## config.mk

```make
export PLATFORM = sky130hd
export DESIGN_NAME = register_write_buffer
export DESIGN_NICKNAME = d
export VERILOG_FILES = /design/src/rtl/register_write_buffer.sv
export SDC_FILE = /design/constraint.sdc
export NUM_CORES = 1
export LEC_CHECK = 0
export ABC_AREA = 1
export BUFFER_PORTS_ARGS = -buffer_cell sky130_fd_sc_hd__buf_2
export CAP_MARGIN = 20
export CORE_AREA = 2 2 209 211
export CTS_CLUSTER_SIZE = 16
export DETAILED_ROUTE_END_ITERATION = 10
export DIE_AREA = 0 0 211 213
export HOLD_SLACK_MARGIN = 0.06
export SKIP_CTS_REPAIR_TIMING = 1
export SLEW_MARGIN = 10
export SYNTH_ARGS = -nofsm -noshare
export SYNTH_HDL_FRONTEND = slang
export SYNTH_SLANG_ARGS = --single-unit
```

## constraint.sdc

```tcl
create_clock -name clock -period 10.3 [get_ports clock]
set_clock_uncertainty 0.2 [all_clocks]
set_input_delay 0.515 -clock clock [delete_from_list [all_inputs] [get_ports clock]]
set_output_delay 0.515 -clock clock [all_outputs]
set_load 0.02 [all_outputs]
```

## src/rtl/register_write_buffer.sv

```systemverilog
// register_write_buffer
//
// Write-back queue sitting directly in front of the 32x32 register file
// write port.  Register-write requests from the execute/write-back path are
// queued in order and drained one per cycle into the register file.  Three
// bypass lookup ports (A, B, D) return the newest pending value for the
// address being read, so operand reads in the same cycle still see writes
// that have not yet reached the register file.
//
// Ports:
//   clock                      system clock, rising edge active
//   reset                      synchronous, active-high reset
//   push_valid                 write request present
//   push_ready                 buffer can accept a request (!full && !reset)
//   push_addr / push_data      destination register and write value
//   drain_hold                 when 1, nothing is presented to the register file
//   rf_enable                  register file write enable
//   rf_addr / rf_data          register file RW / PW (0 when rf_enable is 0)
//   look_addr_a/b/d            addresses being read on RA / RB / RD
//   hit_a/b/d                  a pending entry matches the lookup address
//   hit_data_a/b/d             youngest matching pending value, 0 on miss
//   count                      current occupancy, 0..DEPTH

module register_write_buffer #(
  parameter int DEPTH      = 4,
  parameter int DATA_WIDTH = 32,
  parameter int ADDR_WIDTH = 5
) (
  input  logic                     clock,
  input  logic                     reset,
  input  logic                     push_valid,
  output logic                     push_ready,
  input  logic [ADDR_WIDTH-1:0]    push_addr,
  input  logic [DATA_WIDTH-1:0]    push_data,
  input  logic                     drain_hold,
  output logic                     rf_enable,
  output logic [ADDR_WIDTH-1:0]    rf_addr,
  output logic [DATA_WIDTH-1:0]    rf_data,
  input  logic [ADDR_WIDTH-1:0]    look_addr_a,
  input  logic [ADDR_WIDTH-1:0]    look_addr_b,
  input  logic [ADDR_WIDTH-1:0]    look_addr_d,
  output logic                     hit_a,
  output logic                     hit_b,
  output logic                     hit_d,
  output logic [DATA_WIDTH-1:0]    hit_data_a,
  output logic [DATA_WIDTH-1:0]    hit_data_b,
  output logic [DATA_WIDTH-1:0]    hit_data_d,
  output logic [$clog2(DEPTH):0]   count
);

  localparam int PTR_W = $clog2(DEPTH);
  localparam int CNT_W = PTR_W + 1;

  logic [ADDR_WIDTH-1:0] addr_mem [DEPTH];
  logic [DATA_WIDTH-1:0] data_mem [DEPTH];
  logic [PTR_W-1:0]      head;
  logic [PTR_W-1:0]      tail;
  logic [CNT_W-1:0]      occupancy;

  logic full;
  logic empty;
  logic push_fire;
  logic drain_fire;

  assign full       = (occupancy == CNT_W'(DEPTH));
  assign empty      = (occupancy == '0);
  assign push_ready = !full && !reset;
  assign rf_enable  = !empty && !drain_hold && !reset;
  assign push_fire  = push_valid && push_ready;
  assign drain_fire = rf_enable;
  assign count      = occupancy;

  // The head entry is offered to the register file combinationally; the
  // register file captures it on the same edge that advances head.
  assign rf_addr = rf_enable ? addr_mem[head] : '0;
  assign rf_data = rf_enable ? data_mem[head] : '0;

  // Queue state.  A push into a full buffer is refused even if the buffer
  // drains on the same edge, so occupancy can never exceed DEPTH.
  always_ff @(posedge clock) begin
    if (reset) begin
      head      <= '0;
      tail      <= '0;
      occupancy <= '0;
      for (int i = 0; i < DEPTH; i++) begin
        addr_mem[i] <= '0;
        data_mem[i] <= '0;
      end
    end else begin
      if (push_fire) begin
        addr_mem[tail] <= push_addr;
        data_mem[tail] <= push_data;
        tail           <= tail + PTR_W'(1);
      end
      if (drain_fire) begin
        head <= head + PTR_W'(1);
      end
      case ({push_fire, drain_fire})
        2'b10:   occupancy <= occupancy + CNT_W'(1);
        2'b01:   occupancy <= occupancy - CNT_W'(1);
        default: occupancy <= occupancy;
      endcase
    end
  end

  // Bypass lookup: walk valid entries from oldest (head) to youngest so the
  // last match wins, giving the newest pending value.  Only stored state is
  // examined, so a push arriving this cycle is not visible yet.
  logic [ADDR_WIDTH-1:0] look_addr [3];
  logic                  look_hit  [3];
  logic [DATA_WIDTH-1:0] look_data [3];

  assign look_addr[0] = look_addr_a;
  assign look_addr[1] = look_addr_b;
  assign look_addr[2] = look_addr_d;

  always_comb begin
    for (int r = 0; r < 3; r++) begin
      look_hit[r]  = 1'b0;
      look_data[r] = '0;
      for (int i = 0; i < DEPTH; i++) begin
        if (!reset && (CNT_W'(i) < occupancy) &&
            (addr_mem[head + PTR_W'(i)] == look_addr[r])) begin
          look_hit[r]  = 1'b1;
          look_data[r] = data_mem[head + PTR_W'(i)];
        end
      end
    end
  end

  assign hit_a      = look_hit[0];
  assign hit_b      = look_hit[1];
  assign hit_d      = look_hit[2];
  assign hit_data_a = look_data[0];
  assign hit_data_b = look_data[1];
  assign hit_data_d = look_data[2];

endmodule

```

# Yosys cells after proc, flatten, opt, wreduce, memory -nomap -nowiden
# Memory sizes are Yosys's and may differ from the RTL's. A register that Yosys moved wholly into a read port is not among the register bits.
# Index checks and enable logic that the tools add are counted.
# totals
mem_bits_rw	148
out_inout_bits	141
elab_cells	100
regBits	7
memories	2
# memory_table
name	depth	word_bits	read_ports	rd_ports_with_merged_regs	write_ports	line_no	source
data_mem	4	32	4	1	4	55	logic [DATA_WIDTH-1:0] data_mem [DEPTH];
addr_mem	4	5	4	1	4	54	logic [ADDR_WIDTH-1:0] addr_mem [DEPTH];
# classes
order_cmp	4
reduce_logical	28
add_sub_neg	6
mux	42
eq_ne	15
# op_table
cell	n
2-to-1 mux 32 bit	14
== test 5 bit	12
OR reduction 32 bit	1
logical AND 1 bit	20
2-to-1 mux 1 bit	19
2-to-1 mux 2 bit	6
2-to-1 mux 5 bit	2
less-than comparator 1 x 3 -> 1 bit (first input constant)	2
less-than comparator 2 x 3 -> 1 bit (first input constant)	2
one-hot mux 3 bit (2 select lines)	1
OR reduction 5 bit	1
adder 2 x 1 -> 2 bit (second input constant)	2
adder 2 bit (second input constant)	2
zero test 1 bit	4
adder 3 x 1 -> 3 bit (second input constant)	1
== test 3 bit (second input constant)	1
zero test 3 bit	1
subtractor 3 x 1 -> 3 bit (second input constant)	1
== test 2 x 1 -> 1 bit (second input constant)	1
== test 2 bit (second input constant)	1
nonzero test 2 bit	1

# Longest topological paths before layout
# Gate-level depths: netlist (run 1).
# logic_depth
depth_word	9
ltp_mapped	18

# Worst setup path after synthesis (run 1)
# No wires, ideal clock.
# synth_path
path_kind	register to register
from	register occupancy[0], in the netlist count[0]
to	memory addr_mem[3][0] (enable)
setup_slack_ps	6321
stages_incl_launch_ff	8
n_path_buf	0
t_required_ps	9669
arrival_ps	3347
path_cell_list	dfxtp_1 inv_1 ha_1 a21oi_1 nand2_1 o21ai_0 inv_1 nor2_1
# synth_rtl
item	line_no	source
start: declaration	58	logic [CNT_W-1:0] occupancy;
start signal: assignment	99	2'b10: occupancy <= occupancy + CNT_W'(1);
start signal: assignment	100	2'b01: occupancy <= occupancy - CNT_W'(1);
start signal: assignment	101	default: occupancy <= occupancy;
end: declaration	54	

# Worst setup path in the final report (run 1)
# layout_path
from	register head[0]
to	output port hit_data_d[31]
# layout_between
elab_chain_len	7
# layout_rtl
item	line_no	source
start: declaration	56	logic [PTR_W-1:0] head;
start signal: assignment	96	head <= head + PTR_W'(1);
adder 2 x 1 -> 2 bit	123, 125	
memory read (4 x 5 bit)	--	
== test 5 bit	123	(addr_mem[head + PTR_W'(i)] == look_addr[r])) begin
logical AND 1 bit	122	if (!reset && (CNT_W'(i) < occupancy) &&
2-to-1 mux 32 bit (2 in series)	122	
2-to-1 mux 32 bit (*)	122	
end: declaration	47	output logic [DATA_WIDTH-1:0] hit_data_d,
# Every way passes the cells marked *; elsewhere a longest branch is shown, timed or not.

==> results of run 1 <==
## per-layer routing
| layer | routed length [µm] | part of all wire |
|---|---|---|
| met5 | 0 | 0 |
| met4 | 979 | 0.016 |
| met3 | 7790 | 0.12 |
| met2 | 25000 | 0.40 |
| met1 | 29100 | 0.46 |
## layout make-up
| class | count | area share |
|---|---|---|
| Clock buffer | 19 | 0.0261 |
| Clock inverter | 13 | 0.00998 |
| Inverter | 205 | 0.0465 |
| Multi-Input combinational cell | 1981 | 0.523 |
| Sequential cell | 157 | 0.280 |
| Tap cell | 546 | 0.0413 |
| Timing Repair Buffer | 225 | 0.0739 |
## flip-flops by register name, summed over array words and instances (netlist names), named ones only
register and cells:
count 3, addr_mem 20, head 2, data_mem 128, tail 2
## power by group through the flow
stage / logic, mW / registers (mW) / clock network [mW]
floorplan: 0.447 / 0.782 / 0
finish: 0.709 / 0.792 / 0.639
global route: 0.767 / 0.795 / 0.673
CTS: 0.681 / 0.789 / 0.646
detailed placement: 0.679 / 0.803 / 0
global placement: 0.673 / 0.801 / 0
## cells by family after synthesis
kind of cell               Yosys count  synth area share
AOI/OAI and AO/OA                  308             0.120
xor gates and xnor gates             3           0.00178
buffers and inverters              366             0.104
DFF                                157             0.313
adders and majority gates            5           0.00424
muxes                               11           0.00745
and+or+nand+nor                   1654             0.449
## synth_stat cells, types with 7 or more instances
master / count / area (µm²)
nor2_1: 589 / 2210
buf_1: 11 / 41.3
inv_2: 7 / 26.3
nand3_1: 157 / 786
mux2i_1: 11 / 110
clkbuf_1: 78 / 293
a22oi_1: 23 / 173
a32oi_1: 24 / 210
nand4_1: 54 / 338
o211ai_1: 7 / 52.6
a221oi_1: 11 / 96.3
nand2_1: 833 / 3130
buf_4: 14 / 105
o21ai_0: 154 / 771
edfxtp_1: 148 / 4440
a21oi_1: 76 / 380
inv_1: 197 / 739
buf_2: 52 / 260
nand2_2: 8 / 50.1
dfxtp_1: 9 / 180
## layout by cell type, fill, tap and decap left out, types with 8 or more instances in the layout
| cell | instances |
|---|---|
| nand2_2 | 10 |
| mux2i_1 | 11 |
| edfxtp_1 | 148 |
| a32oi_1 | 24 |
| a22oi_1 | 23 |
| nor2_4 | 8 |
| o21ai_0 | 154 |
| nand4_1 | 54 |
| nand2_1 | 831 |
| inv_1 | 197 |
| buf_2 | 196 |
| a221oi_1 | 11 |
| nand3_1 | 154 |
| a21oi_1 | 76 |
| clkbuf_16 | 17 |
| buf_4 | 27 |
| nor2_1 | 586 |
## stage by stage
stage               cell area, µm²  hold slack, ps  setup WS (ps)  utilization  total power, mW
finish                       16600             225           3800        0.388             2.14
global route                 16600             238           3450        0.388             2.23
CTS                          16500             201           3510        0.387             2.12
detailed placement           15900             271           3990        0.373             1.48
global placement             15900             263           4060        0.373             1.47
floorplan                    14800             254           6320            -             1.23
## tightest hold or removal path: stages
cell	delay (ps)
buf_2	130
a21oi_1	50
o21ai_0	70
inv_1	40
## final timing paths
check	start	endpoint	slack [ps]
min reg2reg	tail[0]	tail[0]	280
max reg2reg	count[0]	data_mem[0][5]	6870
min	reset	count[1]	220
max	head[0]	hit_data_d[31]	3800
==> results.py, run 1 <==
metrics = {
    "power_and_ir_drop": {
        "peakVddDrop_uv": 128,
        "power_per_cell_area_nw_per_um2": 129,
        "p_sw_frac": 0.397,
        "seq_power_share": 0.370,
        "leakagePower_nw": 8.26,
        "internal-power_mw": 1.29,
        "power_frac_comb": 0.331,
        "power_frac_clock": 0.299,
        "p_switching_uw": 849,
    },
    "run": {
        "drv_cap": 0,
    },
    "clock_tree": {
        "insertion_delay_ps": 430,
        "clk_pin_slew_ps": 60,
        "cts_sinks": 157,
        "cts_tree": "done",
        "clk_path_buf_depth": 2,
        "htree_levels": 4,
        "clock-root-buffer": "clkbuf_16",
        "cts_made_buffers": 17,
    },
    "cells_and_area": {
        "layout.cells.non_filler": 3146,
        "drive_above_1_share": 0.113,
        "fin_nets": 2648,
        "ff_latch_area_um2": 4630,
        "fillers": 4562,
        "syn2layout_area_growth_pct": 12.1,
        "diodes": 0,
        "multi_input_area_um2": 8650,
    },
    "place": {
        "dpl.hpwl_mm": 45.1,
        "place_congestion": 0.961,
        "portBuffers": 196,
        "post-place-cells": 3112,
    },
    "synthesis": {
        "synth_edf_count": 148,
        "syn_area_per_cell_um2": 5.90,
        "async_flop_share": 0,
        "syn-num-nets": 2565,
        "synth-seq-cells": 157,
        "synthCells": 2504,
        "ys_warn_count": 0,
        "syn_area_um2": 14800,
        "yosys_most_used_dff": "edfxtp_1",
        "synth_sequential_area_ratio": 0.313,
        "ys_types": 37,
    },
    "critical_path": {
        "cpPeakStageDelay_ps": 750,
        "worstSetupStartpointType": "flip-flop",
        "cp_common_cell": "nand2_1",
        "critPathMaxFanout": 88,
        "cp.depth": 17,
        "end_kind": "output port",
        "rr_worst_depth": 9,
        "cp.required_ps": 9590,
        "worstPathBufferInverterCount": 6,
        "worstPathCellList": "buf_4 -> inv_2 -> nand2_2 -> nand2_2 -> buf_4 -> nand2_1 -> nand2_1 -> nand2_1 -> nand2_1 -> nor2_2 -> buf_4 -> nand3_1 -> buf_4 -> nand2_1 -> nand3_1 -> a21oi_1 -> buf_2",
        "cp_slowest_cell": "buf_4",
        "critPathArrivalTime_ps": 5780,
        "critical-path-top-delay-family": "buffers and inverters",
        "path_class": "reg2out",
    },
    "timing": {
        "finalCritPeriodShare": 0.631,
        "maxSlewHeadroom": 0.293,
        "finalSetupViolCount": 0,
        "slew_violations": 0,
        "worst_slew_pin_slew_ps": 1060,
        "fmax_mhz": 154,
        "period_minus_slack_ps": 6500,
        "finalHoldViolations": 0,
        "grt_setup_unrepaired": "no",
        "tns_ps": 0,
    },
    "drt": {
        "drt_iter0_drc": 2468,
        "vias": 17200,
        "ant_nets": 0,
        "avgRoutedWirePerCell_um": 20.0,
        "via_per_inst": 5.48,
        "wirelength_mm": 62.9,
        "dr.pass1.iters": 8,
        "drc": 0,
    },
    "outcome": {
        "status": "finished, final reports clean",
    },
    "die": {
        "coreArea_um2": 42700,
        "die_x_um": 211,
        "io-pin-count": 197,
        "start_util": 0.346,
        "die-area_um2": 44900,
        "dieHeight_um": 213,
        "row_count": 76,
    },
    "global_routing": {
        "use_met3": 0.0677,
        "grtUsageMet1": 0.426,
        "top_usage_layer": "met1",
        "track_usage": 0.273,
        "grt_antenna_before_repair": 0,
        "grt_max_degree": 89,
        "grt_pass1_wl_mm": 92.9,
        "grt_overflow_total": 0,
        "met2_usage": 0.372,
        "grt_pass1_vias": 14700,
    },
    "hold_path": {
        "holdPathStages": 4,
        "hold_path.class": "in2reg",
    },
}
No activity file was read; power rests on OpenSTA's default activity.
==> inputs of run 2 (changes only) <==
- clock period: 10.3 -> 5.4 ns (I/O delays scaled with it)
==> results.py, run 2 (synthesized netlist as in run 1, its figures left out) <==
metrics = {
    "critical_path": {
        "reg2reg_from": "count[0]",
        "critPathMaxFanout": 31,
        "worstPathBufferInverterCount": 4,
        "path_class": "reg2out",
        "cp.required_ps": 4930,
        "cp_slowest_cell": "inv_1",
        "critPathArrivalTime_ps": 4120,
        "cpPeakStageDelay_ps": 810,
        "cp_common_cell": "nand2_1",
        "worstSetupStartpointType": "flip-flop",
        "cp.depth": 14,
        "rr_worst_depth": 8,
        "end_kind": "output port",
        "worstPathCellList": "inv_2 -> buf_4 -> nand2_1 -> nand2_1 -> nand2_1 -> nand2_1 -> nor2_1 -> nand3_2 -> inv_1 -> nand3_1 -> nand2_1 -> nand2_1 -> nand2_1 -> buf_2",
        "critical-path-top-delay-family": "buffers and inverters",
    },
    "drt": {
        "drt_iter0_drc": 2409,
        "avgRoutedWirePerCell_um": 20.4,
        "dr.pass1.iters": 8,
        "wirelength_mm": 65.0,
        "drc": 0,
        "vias": 17300,
        "ant_nets": 0,
        "via_per_inst": 5.43,
    },
    "global_routing": {
        "grt_overflow_total": 0,
        "grt_pass1_wl_mm": 95.3,
        "grt_max_degree": 107,
        "grt_pass1_vias": 14900,
        "track_usage": 0.282,
        "grt_antenna_before_repair": 0,
    },
    "cells_and_area": {
        "final_util": 0.396,
        "fin_nets": 2693,
        "regMostFlops": "data_mem",
        "diodes": 0,
        "design_area_um2": 16900,
        "syn2layout_area_growth_pct": 14.5,
        "final_common_cell": "nand2_1",
        "layout_common_cells": "nand2_1, nor2_1, inv_1, buf_2",
        "drive_above_1_share": 0.115,
        "largest_reg_flops": 128,
    },
    "power_and_ir_drop": {
        "peakVddDrop_uv": 236,
        "finalPower_mw": 4.07,
        "leakagePower_nw": 8.43,
        "power_per_cell_area_nw_per_um2": 241,
    },
    "timing": {
        "tns_ps": 0,
        "finalHoldViolations": 0,
        "finalCritPeriodShare": 0.850,
        "worst_slew_pin_slew_ps": 1060,
        "maxSlewHeadroom": 0.295,
        "finalSetupViolCount": 0,
        "slew_violations": 0,
        "setup_ws_ps": 810,
        "grt_setup_unrepaired": "no",
        "fmax_mhz": 218,
        "period_minus_slack_ps": 4590,
    },
    "place": {
        "postPlaceCellArea_um2": 16000,
        "dpl.hpwl_mm": 47.3,
        "place_ws_ps": 1290,
        "portBuffers": 196,
        "place_congestion": 0.986,
    },
    "die": {
        "die-area_um2": 44900,
        "dieHeight_um": 213,
        "start_util": 0.346,
        "io-pin-count": 197,
        "coreArea_um2": 42700,
        "row_count": 76,
        "die_x_um": 211,
    },
    "outcome": {
        "status": "finished, final reports clean",
    },
    "run": {
        "drv_cap": 0,
    },
    "clock_tree": {
        "clk_pin_slew_ps": 60,
        "cts_made_buffers": 17,
        "clock-root-buffer": "clkbuf_16",
        "clk_path_buf_depth": 2,
        "htree_levels": 4,
        "cts_sinks": 157,
        "cts_tree": "done",
        "insertion_delay_ps": 430,
    },
    "hold_path": {
        "hold_path.class": "in2reg",
        "min_from": "push_data[0]",
        "holdPathStages": 3,
    },
}
## run 2: changes by cell type in the layout (fill, tap and decap cells not counted), sizes merged
cell / previous run / this run
inv: 207 / 210
clkbuf: 19 / 18
buf: 225 / 237
bufinv: 3 / 1
dlygate4sd3: 0 / 33
## run 2: path summary, 6_finish.rpt
kind / to / slack [ps]
max: hit_data_b[0] / 810
min reg2reg: tail[0] / 280
min: data_mem[2][0] / 50
max reg2reg: data_mem[3][15] / 1870
## run 2: tightest hold or removal path, stage by stage
cell and delay, ps:
buf_2 80, inv_1 100, nor2_1 120
## run 2: layout make-up
class,instances,area (µm²)
fill,4591,25800
multi-input combinational,1981,8640
sequential,157,4630
timing repair buffer,270,1630
inverter,205,769
tap,546,683
clock buffer,18,429
clock inverter,14,133
## run 2: stage by stage
step                      hold slack [ps]  cells
after floorplan                       226   2504
after global placement                268   3126
after detailed placement              279   3126
after CTS                           -46.0   3158
after global routing                 54.1   3191
final                                47.7   3191
## run 2: where the power goes
part / switching, mW / total [mW] / internal [mW] / leakage, nW
Clock: 0.510 / 1.15 / 0.642 / 0.271
Sequential: 0.0779 / 1.50 / 1.42 / 1.60
Combinational: 1.09 / 1.42 / 0.327 / 6.56
Total: 1.68 / 4.07 / 2.39 / 8.43
## run 2: per-layer routing
layer / GRT usage / share of wire / wire (µm)
met5: 0.00890 / 0.00077 / 50
met4: 0.0675 / 0.018 / 1190
met3: 0.0677 / 0.12 / 7520
met2: 0.387 / 0.40 / 25800
met1: 0.436 / 0.47 / 30300
